--- config.mk ---
export PLATFORM = sky130hd
export DESIGN_NAME = branch_sched
export DESIGN_NICKNAME = d
export VERILOG_FILES = /design/src/rtl/branch_sched.sv
export SDC_FILE = /design/constraint.sdc
export NUM_CORES = 1
export LEC_CHECK = 0
export CAP_MARGIN = 25
export CORE_MARGIN = 4
export CORE_UTILIZATION = 49
export CTS_CLUSTER_DIAMETER = 80
export DETAILED_ROUTE_END_ITERATION = 10
export PLACE_DENSITY_LB_ADDON = 0.2
export SYNTH_ARGS = -nofsm -noshare
export SYNTH_HDL_FRONTEND = slang
export SYNTH_SLANG_ARGS = --single-unit
--- constraint.sdc ---
create_clock -name clk -period 6.48 [get_ports clk]
set_input_delay 1.296 -clock clk [delete_from_list [all_inputs] [get_ports clk]]
set_output_delay 1.296 -clock clk [all_outputs]
set_load 0.01 [all_outputs]
--- src/rtl/branch_sched.sv ---
// rtl/branch_sched.sv - D-stage branch sequencer: operand wait, CMP drive, PC redirect, stats
// Holds F/D until forwarded operands are final, then evaluates and redirects.
module branch_sched #(
  parameter int         CNT_W    = 16,
  parameter logic [3:0] OP_AEQUB = 4'd10,
  parameter logic [3:0] OP_AGTZ  = 4'd11,
  parameter logic [3:0] OP_AGEZ  = 4'd12
) (
  input  logic             clk,
  input  logic             reset,
  input  logic             br_valid,
  input  logic [3:0]       br_op,
  input  logic [31:0]      br_pc,
  input  logic [15:0]      br_offset,
  input  logic [31:0]      fwd_a,
  input  logic [31:0]      fwd_b,
  input  logic             a_ready,
  input  logic             b_ready,
  input  logic             branch_true,
  output logic [31:0]      cmpa,
  output logic [31:0]      cmpb,
  output logic [3:0]       cmpop,
  output logic             stall,
  output logic             redirect,
  output logic [31:0]      redirect_pc,
  output logic [CNT_W-1:0] stat_branches,
  output logic [CNT_W-1:0] stat_taken,
  output logic [CNT_W-1:0] stat_stall
);

  typedef enum logic [1:0] {
    IDLE = 2'd0,
    WAIT = 2'd1,
    EVAL = 2'd2
  } state_t;

  state_t state, state_nxt;

  logic        is_branch;
  logic        ops_ready;
  logic        capture;
  logic [31:0] target;
  logic [31:0] target_q;

  localparam logic [CNT_W-1:0] CNT_MAX = '1;

  assign is_branch = (br_op == OP_AEQUB) || (br_op == OP_AGTZ) || (br_op == OP_AGEZ);
  // Sign-test ops only read rs, so rt readiness must not hold them up.
  assign ops_ready = (br_op == OP_AEQUB) ? (a_ready & b_ready) : a_ready;
  assign target    = br_pc + 32'd4 + {{14{br_offset[15]}}, br_offset, 2'b00};

  always_ff @(posedge clk) begin
    if (reset) state <= IDLE;
    else       state <= state_nxt;
  end

  always_comb begin
    state_nxt = state;
    case (state)
      IDLE: if (br_valid && is_branch) state_nxt = ops_ready ? EVAL : WAIT;
      WAIT: begin
        if (!br_valid)     state_nxt = IDLE;
        else if (ops_ready) state_nxt = EVAL;
      end
      EVAL:    state_nxt = IDLE;
      default: state_nxt = IDLE;
    endcase
  end

  always_comb begin
    stall    = 1'b0;
    redirect = 1'b0;
    capture  = 1'b0;
    if (!reset) begin
      case (state)
        IDLE: begin
          stall   = br_valid && is_branch;
          capture = br_valid && is_branch && ops_ready;
        end
        WAIT: begin
          stall   = 1'b1;
          capture = br_valid && ops_ready;
        end
        EVAL:    redirect = branch_true;
        default: ;
      endcase
    end
  end

  assign redirect_pc = target_q;

  always_ff @(posedge clk) begin
    if (reset) begin
      cmpa          <= '0;
      cmpb          <= '0;
      cmpop         <= '0;
      target_q      <= '0;
      stat_branches <= '0;
      stat_taken    <= '0;
      stat_stall    <= '0;
    end else begin
      if (capture) begin
        cmpa     <= fwd_a;
        cmpb     <= fwd_b;
        cmpop    <= br_op;
        target_q <= target;
      end
      if (state == EVAL) begin
        cmpop <= '0;
        if (stat_branches != CNT_MAX) stat_branches <= stat_branches + 1'b1;
        if (branch_true && stat_taken != CNT_MAX) stat_taken <= stat_taken + 1'b1;
      end
      if (stall && stat_stall != CNT_MAX) stat_stall <= stat_stall + 1'b1;
    end
  end

endmodule

==> PnR_summary.wiki, run 1 <==
{| class="wikitable"
! Metric !! Value
|-
| Dominant cells by area after synthesis || dfxtp_1 40%, ha_1 9.9%, nand2_1 9.8%
|-
| Cell row count || 45
|-
| Antenna violations before repair || 2
|-
| Post-Syn Nets || approximately 1100
|-
| Fraction of post-synthesis cell area in the top cell type by area || just under 40%
|-
| Setup slack of the worst register-to-register path || 3830 ps
|-
| Area of the core || 15100 um2
|-
| Final Skew || 6.10 ps
|-
| Effective utilization at floorplan || about half
|-
| Clk Tree Root Cell || clkbuf_16
|-
| Summed instance area of the synthesized netlist || ~7600 um2
|-
| Clk network pwr share || 42.7%
|-
| Yosys top cell by area || dfxtp_1
|-
| Routability Congestion || between 0.8 and 0.9
|-
| Proportion of synthesized flip-flops having asynchronous set or reset || 0%
|-
| Clock tree from TritonCTS || done
|-
| Int Power || roughly 1.7 mW
|-
| Destination of the worst register-to-register timing path || cmpop[2]
|-
| First-pass GRT wire length || 35.8 mm
|-
| Worst setup path end || stall
|-
| Final-stage net count || 1365
|-
| Final worst path period share || a little over 70%
|-
| Number of hold buffers added after CTS || 0
|-
| Start-to-end type of the worst setup path || in2out
|-
| Count of routing violations after the opening detailed-route iteration || around 430
|-
| Via count of the first global-routing pass || about 7000
|-
| Headroom to the max-slew limit || 38.6%
|-
| Worst setup slack before clock tree synthesis || between 1500 and 2000 ps
|-
| Class of the most critical hold timing path || reg2reg
|-
| Die Span X || 132 um
|-
| Mean instance size in the synthesized netlist || around 8 um2
|-
| Worst endpoint data arrival time || about 3400 ps
|-
| DR vias/cell || between 5 and 6
|-
| Number of nets still failing antenna checks after routing || 0
|-
| Number of maximum-capacitance constraint violations || 0
|-
| Yosys reg bits || 150
|-
| Clock sinks || 150
|-
| Setup repair after global routing missed its margin || false
|-
| Part of the power in combinational logic || 16.1%
|-
| Pin count of the biggest net entering global routing || 86
|-
| Sum of negative setup slack || 0 ps
|-
| Post-cts gate resize count || 0
|-
| Fraction of layout cells with a size suffix above 1 || about 4.2%
|-
| Flip-flop and latch area || between 3000 and 4000 um2
|-
| Layout fillers || between 1000 and 1500
|-
| TritonRoute pass-1 iters || 5
|-
| P_leak || 3.98 nW
|-
| Ports || approximately 270
|-
| DRC violations left || 0
|-
| H-tree levels || 4
|-
| Half-perimeter wire length after detailed placement || 16.5 mm
|-
| Number of unique standard cell types used by synthesis || a little over 60
|-
| Post-Layout Cell Count || between 1000 and 1500
|-
| Power dissipated by switching net loads || ~580 uW
|-
| Port buffer count || 271
|-
| Smallest setup slack after layout || between 1500 and 2000 ps
|-
| Worst setup EP type || output port
|-
| Longest individual stage delay on the worst path || between 500 and 600 ps
|-
| Number of synthesis warnings || 0
|-
| Power density relative to cell area || 208 nW/um2
|-
| Maximum fanout along the worst path || 5
|-
| Sequential element share of the synthesized area || between 30% and 40%
|-
| Routed Wire Length || approximately 22 mm
|-
| Clock edge transition at the registers on the reported setup and hold paths || 50 ps
|-
| Transition time at the pin with the least slew margin || 921 ps
|-
| Global-route congestion overflow total || 0
|-
| Worst hold margin || about 450 ps
|-
| Height of the chip || between 100 and 150 um
|-
| Worst-path cell chain || clkdlybuf4s50_1 -> nor3b_1 -> o211a_1 -> o21ai_0 -> inv_1 -> clkdlybuf4s50_1
|-
| Required arrival time at the worst endpoint || 5180 ps
|-
| Average wire length per cell after detail routing || between 15 and 20 um
|-
| Worst vdd ir || ~0.16 mV
|-
| Most common cell after layout, fill and taps aside || clkdlybuf4s50_1
|-
| Cts bufs inserted || 17
|-
| Die area || roughly 18000 um2
|-
| Cells after Synth || 934
|-
| Hold violation total from the final report || 0
|-
| Detailed-route via count || ~7400
|-
| Number of enable flip-flop cells after synthesis || 0
|-
| Outcome || complete, no violations
|-
| Launch point of the worst reg-to-reg path || state[0]
|-
| Most common cell type on the critical path || clkdlybuf4s50_1
|-
| Total instance count after detailed placement || approximately 1400
|-
| Commonest non-fill, non-tap cells in the layout || 270 x clkdlybuf4s50_1, 198 x nand2_1, 150 x dfxtp_1
|-
| Number of failing setup endpoints in the final timing report || 0
|-
| Power share of the sequential group || 41.1%
|-
| Most instantiated flip-flop cell in the synthesis netlist || dfxtp_1
|-
| First element of the critical path || br_op[2]
|-
| Min Clock Period, post-route || between 4000 and 5000 ps
|-
| Post-synthesis to final-layout area growth || 44.7%
|-
| Combined area of the multi-input logic cells || 4320 um2
|-
| Depth of the worst register-to-register path || 7
|-
| Switching part of the total power || approximately a quarter
|-
| Worst Setup Start Kind || input port
|-
| Slew Viols, Final || 0
|-
| Slowest stage cell, crit path || o21ai_0
|-
| Hold wc startpoint || redirect_pc[7]
|-
| Overall routing resource usage || between 20% and 30%
|-
| Clock latency of the later-clocked register in the worst-skew pair || between 400 and 500 ps
|-
| Maximum number of buffers from clock root to sink || 2
|-
| Highest achievable clock rate || about 210 MHz
|-
| Postcts setup bufs || 0
|}
## registers in the layout (all words and copies together), names as in the netlist
signal,cells
cmpb,32
stat_stall,16
cmpa,32
stat_taken,16
redirect_pc,32
cmpop,4
state,2
stat_branches,16
## metal layers
| metal | global-route usage (%) | vias to the layer above | share of wire [%] |
|---|---|---|---|
| li1 | - | 3726 | - |
| met1 | 31.0 | 3449 | 43 |
| met2 | 42.2 | 248 | 48 |
| met3 | 6.60 | 26 | 6.9 |
| met4 | 7.74 | 0 | 1.9 |
| met5 | 0 | - | 0 |
## per-stage QoR
| step | instance area, um2 | utilization, % | power, mW |
|---|---|---|---|
| floorplan | 7570 | - | 1.17 |
| global placement | 10400 | 68.5 | 1.32 |
| detailed placement | 10400 | 68.5 | 1.32 |
| CTS | 11000 | 72.3 | 2.29 |
| global route | 11000 | 72.4 | 2.37 |
| finish | 11000 | 72.4 | 2.28 |
## synthesized netlist by cell type, types with 9 or more instances
master      n
nor2_1     66
nand2_1   198
o21ai_0    31
or3_1      12
xor2_1     24
a21oi_1   113
clkbuf_1   32
and3_1     12
nand4_1    18
nand3_1    39
dfxtp_1   150
nor3_1     14
buf_2       9
ha_1       60
inv_1      20
xnor2_1    35
## power by group through the flow
| stage | clock network, mW | registers (mW) | logic, mW |
|---|---|---|---|
| 6_report | 0.974 | 0.938 | 0.368 |
| 5_1_grt | 1.03 | 0.939 | 0.406 |
| 4_1_cts | 0.991 | 0.938 | 0.366 |
| 3_5_place_dp | 0 | 0.958 | 0.363 |
| 3_3_place_gp | 0 | 0.958 | 0.361 |
| 2_1_floorplan | 0 | 0.963 | 0.211 |
## worst min path at each step
stage | end | slack (ps) | depth (start not counted)
5_1_grt | cmpb[8] | 460 | 2
6_report | redirect_pc[7] | 450 | 2
3_3_place_gp | redirect_pc[7] | 440 | 2
2_1_floorplan | redirect_pc[14] | 480 | 2
4_1_cts | redirect_pc[1] | 450 | 2
3_5_place_dp | redirect_pc[9] | 450 | 2
## layout make-up
cell class | instances | share of cell area [%]
antenna | 2 | 0.0457
clock buffer | 20 | 4.17
clock inverter | 11 | 1.14
inverter | 22 | 0.754
multi-input combinational | 717 | 39.4
sequential | 150 | 27.4
tap | 188 | 2.15
timing repair buffer | 274 | 24.9
## cells by family after synthesis
family          after synthesis  synth area share, %
flops                       150                 39.7
fa+ha+maj                    61                 10.2
compound gates              207                 16.8
buf+inv                      67                 3.49
xor+xnor                     59                 6.82
simple gates                388                 22.8
mux                           2                0.264
## critical path, delay by kind of cell
kind            cells  cell delay, ps
simple gates        1             160
compound gates      2             830
buf+inv             3            1100
Note: power is estimated with default switching activity, not from simulation.
==> run 2: changes to the inputs <==
Settings changed: CORE_UTILIZATION 49 to 45.
Clock period 6.48 ns to 4.8 ns, I/O delays scaled along.
==> run 2 against run 1 <==
  * Total power is 41% higher
  * Combinational power is 37% higher
  * Clock power is 48% higher
  * Setup slack worse by 1200 ps
  * Clock skew is 4.5 ps higher
  * First-iteration DRC count is 41% lower
  * Critical endpoint unchanged
  * Sequential power is 35% higher
  * Hold slack better by 1.2 ps
  * Die area is 8.3% higher
  * Sequential share of layout area is 0.33 points lower
==> PnR_summary.wiki, run 2 (same netlist as run 1, synthesis figures left out) <==
{| class="wikitable"
! Metric !! Value
|-
| Outcome || complete, no violations
|-
| Final Skew || roughly 11 ps
|-
| Number of hold buffers added after CTS || 0
|-
| Clk Tree Root Cell || clkbuf_16
|-
| Via count of the first global-routing pass || about 7000
|-
| Most common cell after layout, fill and taps aside || clkdlybuf4s50_1
|-
| Effective utilization at floorplan || around 46%
|-
| Number of failing setup endpoints in the final timing report || 0
|-
| Smallest setup slack after layout || around 640 ps
|-
| Min Clock Period, post-route || approximately 4200 ps
|-
| Height of the chip || 138 um
|-
| Final worst path period share || between 80% and 90%
|-
| Fraction of layout cells with a size suffix above 1 || 4.59%
|-
| Worst vdd ir || roughly 0.24 mV
|-
| Post-cts gate resize count || 0
|-
| Start-to-end type of the worst setup path || in2out
|-
| Power density relative to cell area || 289 nW/um2
|-
| Most common cell type on the critical path || clkdlybuf4s50_1
|-
| Port buffer count || approximately 270
|-
| Post-synthesis to final-layout area growth || 46.5%
|-
| Overall routing resource usage || around a quarter
|-
| DRC violations left || 0
|-
| Slew Viols, Final || 0
|-
| Global-route congestion overflow total || 0
|-
| Highest achievable clock rate || 240 MHz
|-
| Worst setup slack before clock tree synthesis || 533 ps
|-
| Pin count of the biggest net entering global routing || 67
|-
| Worst setup EP type || output port
|-
| Sum of negative setup slack || 0 ps
|-
| Routability Congestion || 0.892
|-
| Worst-path cell chain || clkdlybuf4s50_1 -> nor3b_1 -> o211a_1 -> o21ai_0 -> inv_1 -> clkdlybuf4s50_1
|-
| Detailed-route via count || 7463
|-
| Die area || 19000 um2
|-
| Count of routing violations after the opening detailed-route iteration || around 260
|-
| Cts bufs inserted || 17
|-
| Clock latency of the later-clocked register in the worst-skew pair || between 400 and 500 ps
|-
| Clock sinks || 150
|-
| Average wire length per cell after detail routing || between 15 and 20 um
|-
| Hold violation total from the final report || 0
|-
| First-pass GRT wire length || about 35 mm
|-
| Ports || ~270
|-
| Area of the core || roughly 17000 um2
|-
| Worst endpoint data arrival time || 3200 ps
|-
| Headroom to the max-slew limit || 44.4%
|-
| Class of the most critical hold timing path || reg2reg
|-
| DR vias/cell || 5.26
|-
| Setup repair after global routing missed its margin || false
|-
| Transition time at the pin with the least slew margin || 825 ps
|-
| Slowest stage cell, crit path || o21ai_0
|-
| Die Span X || roughly 140 um
|-
| H-tree levels || 4
|-
| Commonest non-fill, non-tap cells in the layout || 270 x clkdlybuf4s50_1, 198 x nand2_1, 150 x dfxtp_1
|-
| Required arrival time at the worst endpoint || between 3000 and 4000 ps
|-
| Number of nets still failing antenna checks after routing || 0
|-
| Maximum number of buffers from clock root to sink || 2
|-
| Maximum fanout along the worst path || 5
|-
| Clock tree from TritonCTS || done
|-
| TritonRoute pass-1 iters || 5
|-
| Number of maximum-capacitance constraint violations || 0
|-
| P_leak || just over 4 nW
|-
| Postcts setup bufs || 0
|-
| Half-perimeter wire length after detailed placement || approximately 17 mm
|-
| Longest individual stage delay on the worst path || roughly 670 ps
|-
| Final-stage net count || between 1000 and 1500
|-
| Worst Setup Start Kind || input port
|-
| Clock edge transition at the registers on the reported setup and hold paths || 60 ps
|-
| Antenna violations before repair || 1
|-
| Cell row count || 47
|-
| Routed Wire Length || approximately 23 mm
|}
[run 2: report_power, final]
group / leakage [nW] / internal (mW) / switching, mW / total, mW
registers: 1.21 / 1.26 / 0.00775 / 1.27
clock network: 0.310 / 0.893 / 0.548 / 1.44
logic: 2.53 / 0.248 / 0.256 / 0.504
[run 2: path summary, 6_finish.rpt]
path / slack, ps / to / depth (start not counted) / start
worst min register to register: 450 / cmpb[17] / 2 / cmpb[17]
worst max-delay path: 640 / stall / 6 / br_op[2]
worst max register to register: 2640 / stat_branches[8] / 8 / stat_branches[0]
worst min-delay path: 450 / cmpb[17] / 2 / cmpb[17]
[run 2: metrics by stage]
step	total power, mW	cell area (um2)	instances	hold slack [ps]	utilization, %
6_report	3.21	11100	1420	451	67.1
5_1_grt	3.34	11100	1420	470	67.1
4_1_cts	3.24	11100	1419	454	67.1
3_5_place_dp	1.79	10500	1387	445	63.3
3_3_place_gp	1.79	10500	1387	439	63.3
2_1_floorplan	1.58	7570	934	476	-
[run 2: worst max-delay path, delay by kind of cell]
kind / cells / cell delay [ps]
buffers and inverters: 3 / 1150
AO/OA/AOI/OAI: 2 / 940
AND/OR/NAND/NOR: 1 / 160
[run 2: final cells by class]
class	instances	area (um2)
Fill cell	1413	5430
Clock buffer	19	443
Multi-Input combinational cell	717	4320
Timing Repair Buffer	278	2780
Inverter	22	82.6
Clock inverter	13	193
Antenna cell	1	2.50
Tap cell	220	275
Sequential cell	150	3000
[run 2: routing by layer]
layer  vias up  part of all wire [%]  GRT usage (%)
met4         0                   2.4           8.78
li1       3751                     -              -
met5         -                     0              0
met1      3435                    42           29.2
met2       239                    48           38.8
met3        38                   7.5           6.10
